[config.mk]
export PLATFORM = sky130hd
export DESIGN_NAME = stream_load_sequencer
export DESIGN_NICKNAME = d
export VERILOG_FILES = /design/src/rtl/stream_load_sequencer.sv
export SDC_FILE = /design/constraint.sdc
export NUM_CORES = 1
export LEC_CHECK = 0
export BUFFER_PORTS_ARGS = -buffer_cell sky130_fd_sc_hd__buf_2
export CELL_PAD_IN_SITES_DETAIL_PLACEMENT = 0
export CELL_PAD_IN_SITES_GLOBAL_PLACEMENT = 1
export CORE_MARGIN = 4
export CORE_UTILIZATION = 48
export DETAILED_ROUTE_END_ITERATION = 16
export HOLD_SLACK_MARGIN = 0.02
export PLACE_DENSITY_LB_ADDON = 0.12
export SLEW_MARGIN = 15
export SYNTH_ARGS = -nofsm -noshare
export SYNTH_HDL_FRONTEND = slang
export SYNTH_SLANG_ARGS = --single-unit
export TNS_END_PERCENT = 100
[constraint.sdc]
create_clock -name clk -period 4.6 [get_ports clk]
set_input_delay 0 -clock clk [delete_from_list [all_inputs] [get_ports clk]]
set_output_delay 0 -clock clk [all_outputs]
set_load 0.1 [all_outputs]
[src/rtl/stream_load_sequencer.sv]
// -----------------------------------------------------------------------------
// stream_load_sequencer
//
// Sequences the weight/feature stream source for one layer. The weight phase
// runs first, then the feature phase. The block drives the source's phase
// select and its one-cycle read kicks. It counts accepted beats on the shared
// stream against the totals latched at start, and it reports completion or a
// stalled stream.
//
// Ports
//   clk, rst          clock; synchronous active-high reset
//   start             begin a layer load (only honoured in IDLE)
//   clear_err         leave the error state
//   cfg_weight_num    weight beats for this layer (latched at start)
//   cfg_feature_num   feature beats for this layer (latched at start)
//   en                phase select to the source: 1 = weight, 0 = feature
//   dma_read_para     one-cycle weight-read kick
//   dma_read_feature  one-cycle feature-read kick
//   s_valid, s_ready  monitored stream handshake (beat = s_valid & s_ready)
//   busy              layer in progress (start accepted until DONE/ERR)
//   done              one-cycle pulse when both phases are complete
//   err               level; watchdog expired inside a stream phase
//   weight_cnt        weight beats accepted this layer
//   feature_cnt       feature beats accepted this layer
//
// Every output is a register. The kick and done pulses are registered from
// the current state. A start sampled in cycle t therefore enters W_KICK in
// t+1, and dma_read_para is high in t+2. The phase select en is registered
// from the next state. This makes en fall one cycle before the feature kick
// reaches the source.
// -----------------------------------------------------------------------------
module stream_load_sequencer #(
    parameter int WEIGHT_CNT_W   = 19,
    parameter int FEATURE_CNT_W  = 21,
    parameter int SWITCH_GAP     = 4,
    parameter int TIMEOUT_CYCLES = 65535,
    parameter int TO_W           = 16
) (
    input  logic                     clk,
    input  logic                     rst,
    input  logic                     start,
    input  logic                     clear_err,
    input  logic [WEIGHT_CNT_W-1:0]  cfg_weight_num,
    input  logic [FEATURE_CNT_W-1:0] cfg_feature_num,
    output logic                     en,
    output logic                     dma_read_para,
    output logic                     dma_read_feature,
    input  logic                     s_valid,
    input  logic                     s_ready,
    output logic                     busy,
    output logic                     done,
    output logic                     err,
    output logic [WEIGHT_CNT_W-1:0]  weight_cnt,
    output logic [FEATURE_CNT_W-1:0] feature_cnt
);

    // Gap counter runs 0 .. SWITCH_GAP-1 while in SWITCH.
    localparam int GAP_W = (SWITCH_GAP > 1) ? $clog2(SWITCH_GAP) : 1;
    localparam logic [GAP_W-1:0] GAP_LAST = GAP_W'(SWITCH_GAP - 1);

    // The watchdog fires when it has already counted TIMEOUT_CYCLES-1 idle
    // cycles and the current cycle is also idle.
    localparam bit              WD_EN   = (TIMEOUT_CYCLES != 0);
    localparam logic [TO_W-1:0] TO_LAST = (TIMEOUT_CYCLES > 0) ? TO_W'(TIMEOUT_CYCLES - 1) : '0;

    typedef enum logic [2:0] {
        S_IDLE,
        S_W_KICK,
        S_W_STREAM,
        S_SWITCH,
        S_F_KICK,
        S_F_STREAM,
        S_DONE,
        S_ERR
    } state_t;

    state_t r_state;
    state_t w_nxt;

    // Configuration latched at start; later cfg changes are not seen.
    logic [WEIGHT_CNT_W-1:0]  r_weight_num;
    logic [FEATURE_CNT_W-1:0] r_feature_num;

    logic [WEIGHT_CNT_W-1:0]  r_weight_cnt;
    logic [FEATURE_CNT_W-1:0] r_feature_cnt;
    logic [GAP_W-1:0]         r_gap;
    logic [TO_W-1:0]          r_wd;

    logic r_en;
    logic r_para;
    logic r_feat;
    logic r_busy;
    logic r_done;
    logic r_err;

    logic                     w_beat;
    logic                     w_in_stream;
    logic [WEIGHT_CNT_W-1:0]  w_weight_inc;
    logic [FEATURE_CNT_W-1:0] w_feature_inc;
    logic                     w_weight_last;
    logic                     w_feature_last;
    logic                     w_wd_expire;
    logic                     w_start_ok;

    logic w_en_nxt;
    logic w_para_nxt;
    logic w_feat_nxt;
    logic w_busy_nxt;
    logic w_done_nxt;
    logic w_err_nxt;

    assign w_beat        = s_valid & s_ready;
    assign w_in_stream   = (r_state == S_W_STREAM) || (r_state == S_F_STREAM);
    assign w_weight_inc  = r_weight_cnt + 1'b1;
    assign w_feature_inc = r_feature_cnt + 1'b1;

    // The current beat is the final one of its phase. The counter is always
    // below the latched total while streaming, so the increment cannot wrap.
    assign w_weight_last  = (w_weight_inc == r_weight_num);
    assign w_feature_last = (w_feature_inc == r_feature_num);

    assign w_wd_expire = WD_EN && w_in_stream && !w_beat && (r_wd == TO_LAST);
    assign w_start_ok  = (r_state == S_IDLE) && start;

    // ---------------------------------------------------------------------
    // Next-state and next-output decode
    // ---------------------------------------------------------------------
    always_comb begin
        w_nxt = r_state;

        case (r_state)
            S_IDLE: begin
                if (start) begin
                    if (cfg_weight_num != '0) begin
                        w_nxt = S_W_KICK;
                    end else if (cfg_feature_num != '0) begin
                        w_nxt = S_SWITCH;
                    end else begin
                        w_nxt = S_DONE;
                    end
                end
            end
            S_W_KICK: begin
                w_nxt = S_W_STREAM;
            end
            S_W_STREAM: begin
                if (w_beat && w_weight_last) begin
                    w_nxt = (r_feature_num == '0) ? S_DONE : S_SWITCH;
                end else if (w_wd_expire) begin
                    w_nxt = S_ERR;
                end
            end
            S_SWITCH: begin
                if (r_gap == GAP_LAST) begin
                    w_nxt = S_F_KICK;
                end
            end
            S_F_KICK: begin
                w_nxt = S_F_STREAM;
            end
            S_F_STREAM: begin
                if (w_beat && w_feature_last) begin
                    w_nxt = S_DONE;
                end else if (w_wd_expire) begin
                    w_nxt = S_ERR;
                end
            end
            S_DONE: begin
                w_nxt = S_IDLE;
            end
            S_ERR: begin
                if (clear_err) begin
                    w_nxt = S_IDLE;
                end
            end
            default: begin
                w_nxt = S_IDLE;
            end
        endcase

        // The source sees feature select from the first F_KICK cycle onward.
        w_en_nxt   = !((w_nxt == S_F_KICK) || (w_nxt == S_F_STREAM));
        w_para_nxt = (r_state == S_W_KICK);
        w_feat_nxt = (r_state == S_F_KICK);
        w_done_nxt = (r_state == S_DONE);
        w_err_nxt  = (w_nxt == S_ERR);

        // busy drops together with the done pulse or on entry to ERR.
        w_busy_nxt = r_busy;
        if (w_start_ok) begin
            w_busy_nxt = 1'b1;
        end else if ((r_state == S_DONE) || (w_nxt == S_ERR)) begin
            w_busy_nxt = 1'b0;
        end
    end

    // ---------------------------------------------------------------------
    // State, counters and registered outputs
    // ---------------------------------------------------------------------
    always_ff @(posedge clk) begin
        if (rst) begin
            r_state       <= S_IDLE;
            r_weight_cnt  <= '0;
            r_feature_cnt <= '0;
            r_gap         <= '0;
            r_wd          <= '0;
            r_en          <= 1'b1;
            r_para        <= 1'b0;
            r_feat        <= 1'b0;
            r_busy        <= 1'b0;
            r_done        <= 1'b0;
            r_err         <= 1'b0;
        end else begin
            r_state <= w_nxt;
            r_en    <= w_en_nxt;
            r_para  <= w_para_nxt;
            r_feat  <= w_feat_nxt;
            r_busy  <= w_busy_nxt;
            r_done  <= w_done_nxt;
            r_err   <= w_err_nxt;

            if (w_start_ok) begin
                r_weight_cnt  <= '0;
                r_feature_cnt <= '0;
            end else if ((r_state == S_W_STREAM) && w_beat) begin
                r_weight_cnt <= w_weight_inc;
            end else if ((r_state == S_F_STREAM) && w_beat) begin
                r_feature_cnt <= w_feature_inc;
            end

            r_gap <= (r_state == S_SWITCH) ? r_gap + 1'b1 : '0;

            // Idle-cycle count restarts on every beat and on any state change.
            if (!w_in_stream || w_beat || (w_nxt != r_state)) begin
                r_wd <= '0;
            end else begin
                r_wd <= r_wd + 1'b1;
            end
        end
    end

    // The latched totals only matter from start acceptance onward.
    always_ff @(posedge clk) begin
        if (w_start_ok) begin
            r_weight_num  <= cfg_weight_num;
            r_feature_num <= cfg_feature_num;
        end
    end

    assign en               = r_en;
    assign dma_read_para    = r_para;
    assign dma_read_feature = r_feat;
    assign busy             = r_busy;
    assign done             = r_done;
    assign err              = r_err;
    assign weight_cnt       = r_weight_cnt;
    assign feature_cnt      = r_feature_cnt;

endmodule
==> results.md <==
* Residual DRC count at 0
* Status: finished, final reports clean
* Pwr/cell area at ~300 nW/um^2
* R2r worst-path depth at 9
* Area of the mapped netlist at between 6000 and 7000 sq um
* RePlAce Congestion at around 0.88
* Distinct cells, synth at between 70 and 80
* Worst r2r src: feature_cnt[0]$_SDFFE_PP0P_
* R2R setup slack at about 0.9 ns
* Gr ovfl total at 0
* Fmax at ~270 MHz
* Clk buf depth at 2
* R2r endpoint: r_wd[4]$_SDFF_PP0_
* Commonest non-fill, non-tap cell in the layout: buf_2
* Die X-Extent at 120 um
* Final net count at 796
* CP arrival at between 3 and 4 ns
* Antenna violations before repair at 0
* Drt pass-1 iters at 7
* Largest net degree at the start of global routing at 32
* Port buffer count at 91
* Clock root buffer: clkbuf_16
* Die footprint at 14,400 sq um
* Slew HR at 0.321
* First-pass GRT wire length at 25,700 um
* Worst Setup End Kind: register
* Max capacitance violation total at 0
* Syn Nets at between 600 and 700
* Synth async-reset ratio at 0
* Synth Warn # at 0
* Non-Filler Instances at roughly 900
* Clk slew on worst S/H paths at around 0.08 ns
* Worst Tran Pin Value at slightly above 1 ns
* Seq/Total Area, Yosys at 0.422
* Num CTS Buffers at 9
* Hold path start: start
* Worst min path class: in2reg
* Met1 global-route usage at 0.278
* Setup Crit Path Kind: reg2reg
* Post-Synthesis Cells at around 630
* Core area at between 10,000 and 15,000 sq um
* Layout cells sized above 1 at 0.197
* Leakage at 2.55 nW
* RSZ-0062 raised after global routing: no
* Number of diodes at 0
* DRT iter0 DRCs at slightly above 400
* Design area at between 7000 and 8000 sq um
* CTS tree: built
* DP Area at 6570 sq um
* Syn avg cell area at approximately 9.6 sq um
* Crit path capture: r_wd[4]$_SDFF_PP0_
* Routed wire length at ~16,000 um
* I/O pin cnt at 92
* CP Launch Type: register
* DP Wirelength at ~11,000 um
* H-tree level count at 3
* Area grow syn2layout at 21.0%
* DR vias/cell at approximately 5.6
* Placed cell count at approximately 860
* Final period util at 0.804
* Layer with the highest usage: met2
* Most frequent cells in the layout: buf_2 (91), dfxtp_1 (67), nor2_1 (62)
* Final Skew at approximately 0.010 ns
* Initial Util at 0.495
* Vias in the first global route at around 5,100
* Row count at 40
* DRT antenna net count at 0
* Seq cells post-synth at 107
* GRT met2 Usage at 0.385
* Max VDD drop at slightly below 0.0002 V
* Skew-Pair Late Insertion Delay at roughly 0.36 ns
* Post-synth EDFFs at 40
* Tmin final at around 3.7 ns
* Total track usage at 0.223
* Chip height at 120 um
* Synth Flop Type: dfxtp_1
* Final Hold Vio Count at 0
* Clock sink count at roughly 110
* Setup violations, final at 0
* Gates resized, CTS repair at 0
* Final design utilization at 0.599
* Worst Path Required at about 4.8 ns
* Worst setup startpoint: feature_cnt[0]$_SDFFE_PP0P_
* Met3 GRT Util at 0.0509
* Setup TNS at 0 ns
* Critical-path maximum fanout at 16
* Slew Viols, Final at 0
* Post-DR wirelength/cell at 17.0 um
* Post-CTS Setup Bufs at 0
* DR vias at slightly above 5,000
worst min path at each step:
| stage | to | slack (ns) | cells past startpoint |
|---|---|---|---|
| 2_1_floorplan | r_state[2]$_SDFF_PP0_ | 0.07 | 1 |
| 3_3_place_gp | r_feature_num[2]$_DFFE_PP_ | 0.19 | 1 |
| 3_5_place_dp | r_feature_num[2]$_DFFE_PP_ | 0.19 | 1 |
| 4_1_cts | busy$_SDFFE_PP0P_ | 0.08 | 5 |
| 5_1_grt | busy$_SDFFE_PP0P_ | 0.12 | 5 |
| 6_report | busy$_SDFFE_PP0P_ | 0.09 | 5 |
final cells by class:
cell class | instances | area [sq um]
clock buffer | 11 | 246
fill | 1067 | 4880
timing repair buffer | 137 | 903
sequential | 107 | 2540
multi-input combinational | 475 | 3260
inverter | 15 | 56.3
clock inverter | 5 | 61.3
tap | 168 | 210
Yosys cell counts (all sizes together) (3+ instances only):
cell type  count  area, sq um
nand2b         6         37.5
a2111oi        3         38.8
buf           18          109
xor2          40          350
nor4b          3         26.3
edfxtp        40         1200
o21ai         18         90.1
a31oi          4         40.0
a21oi         13         65.1
or4            4         37.5
nor2b         10         62.6
or3b           3         26.3
and4           6         52.6
and2           4         25.0
nand4         28          181
dfxtp         67         1340
xnor2         56          505
nor3b          5         37.5
nor3          18         95.1
nand2         52          203
nand3         33          180
clkbuf        13         48.8
nor4          40          364
a211oi         5         37.5
nand3b         9         67.6
or3            4         25.0
ha             5         62.6
nor2          63          239
and3           8         50.1
inv           15         56.3
o311a          3         30.0
metrics by stage:
step / hold WS, ns / worst slack (ns) / power, W
after floorplan: 0.0676 / 0.810 / 0.00127
after global placement: 0.192 / 1.10 / 0.00135
after detailed placement: 0.193 / 0.940 / 0.00135
after CTS: 0.0762 / 0.910 / 0.00218
after global routing: 0.119 / 0.657 / 0.00225
final: 0.0893 / 0.901 / 0.00216
power by group:
part           switching, W  total (W)  internal, W
combinational      0.000178   0.000286     0.000108
clock              0.000356   0.000802     0.000446
sequential        0.0000417    0.00107      0.00103
total              0.000576    0.00216      0.00159
per-layer routing:
| layer | up-vias | routed length (um) |
|---|---|---|
| met4 | 0 | 318 |
| met1 | 2439 | 6920 |
| li1 | 2522 | - |
| met5 | - | 0 |
| met2 | 132 | 7630 |
| met3 | 24 | 738 |
flip-flops by register name (all words and copies together), names as in the netlist:
| register | count |
|---|---|
| feature_cnt | 21 |
| r_feature_num | 21 |
| r_weight_num | 19 |
| weight_cnt | 19 |
| r_wd | 16 |
| r_state | 3 |
| r_gap | 2 |
| busy | 1 |
| dma_read_feature | 1 |
| dma_read_para | 1 |
| done | 1 |
| en | 1 |
| err | 1 |
logic make-up after synthesis:
| family | after synthesis | synth area share |
|---|---|---|
| AOI/OAI and AO/OA | 68 | 0.0840 |
| xor gates and xnor gates | 98 | 0.150 |
| adders and majority gates | 5 | 0.0104 |
| buffers and inverters | 46 | 0.0355 |
| DFF | 107 | 0.422 |
| muxes | 4 | 0.00707 |
| and+or+nand+nor | 300 | 0.291 |
critical path, cell delays in order (launching register included):
cell,delay (ns)
dfxtp_1,0.49
ha_1,0.30
nand3_2,0.21
nor4_1,0.39
xnor2_1,0.16
o21ai_1,0.08
or4_4,0.54
o31a_1,0.37
xnor2_2,0.80
nor4_1,0.16
what timing repair did:
| action | CTS | global route |
|---|---|---|
| hold buffers | 41 | 0 |
| setup endpoints to repair | 0 | 0 |
| hold endpoints to repair | 45 | 0 |
(Power assumes the default switching activity.)
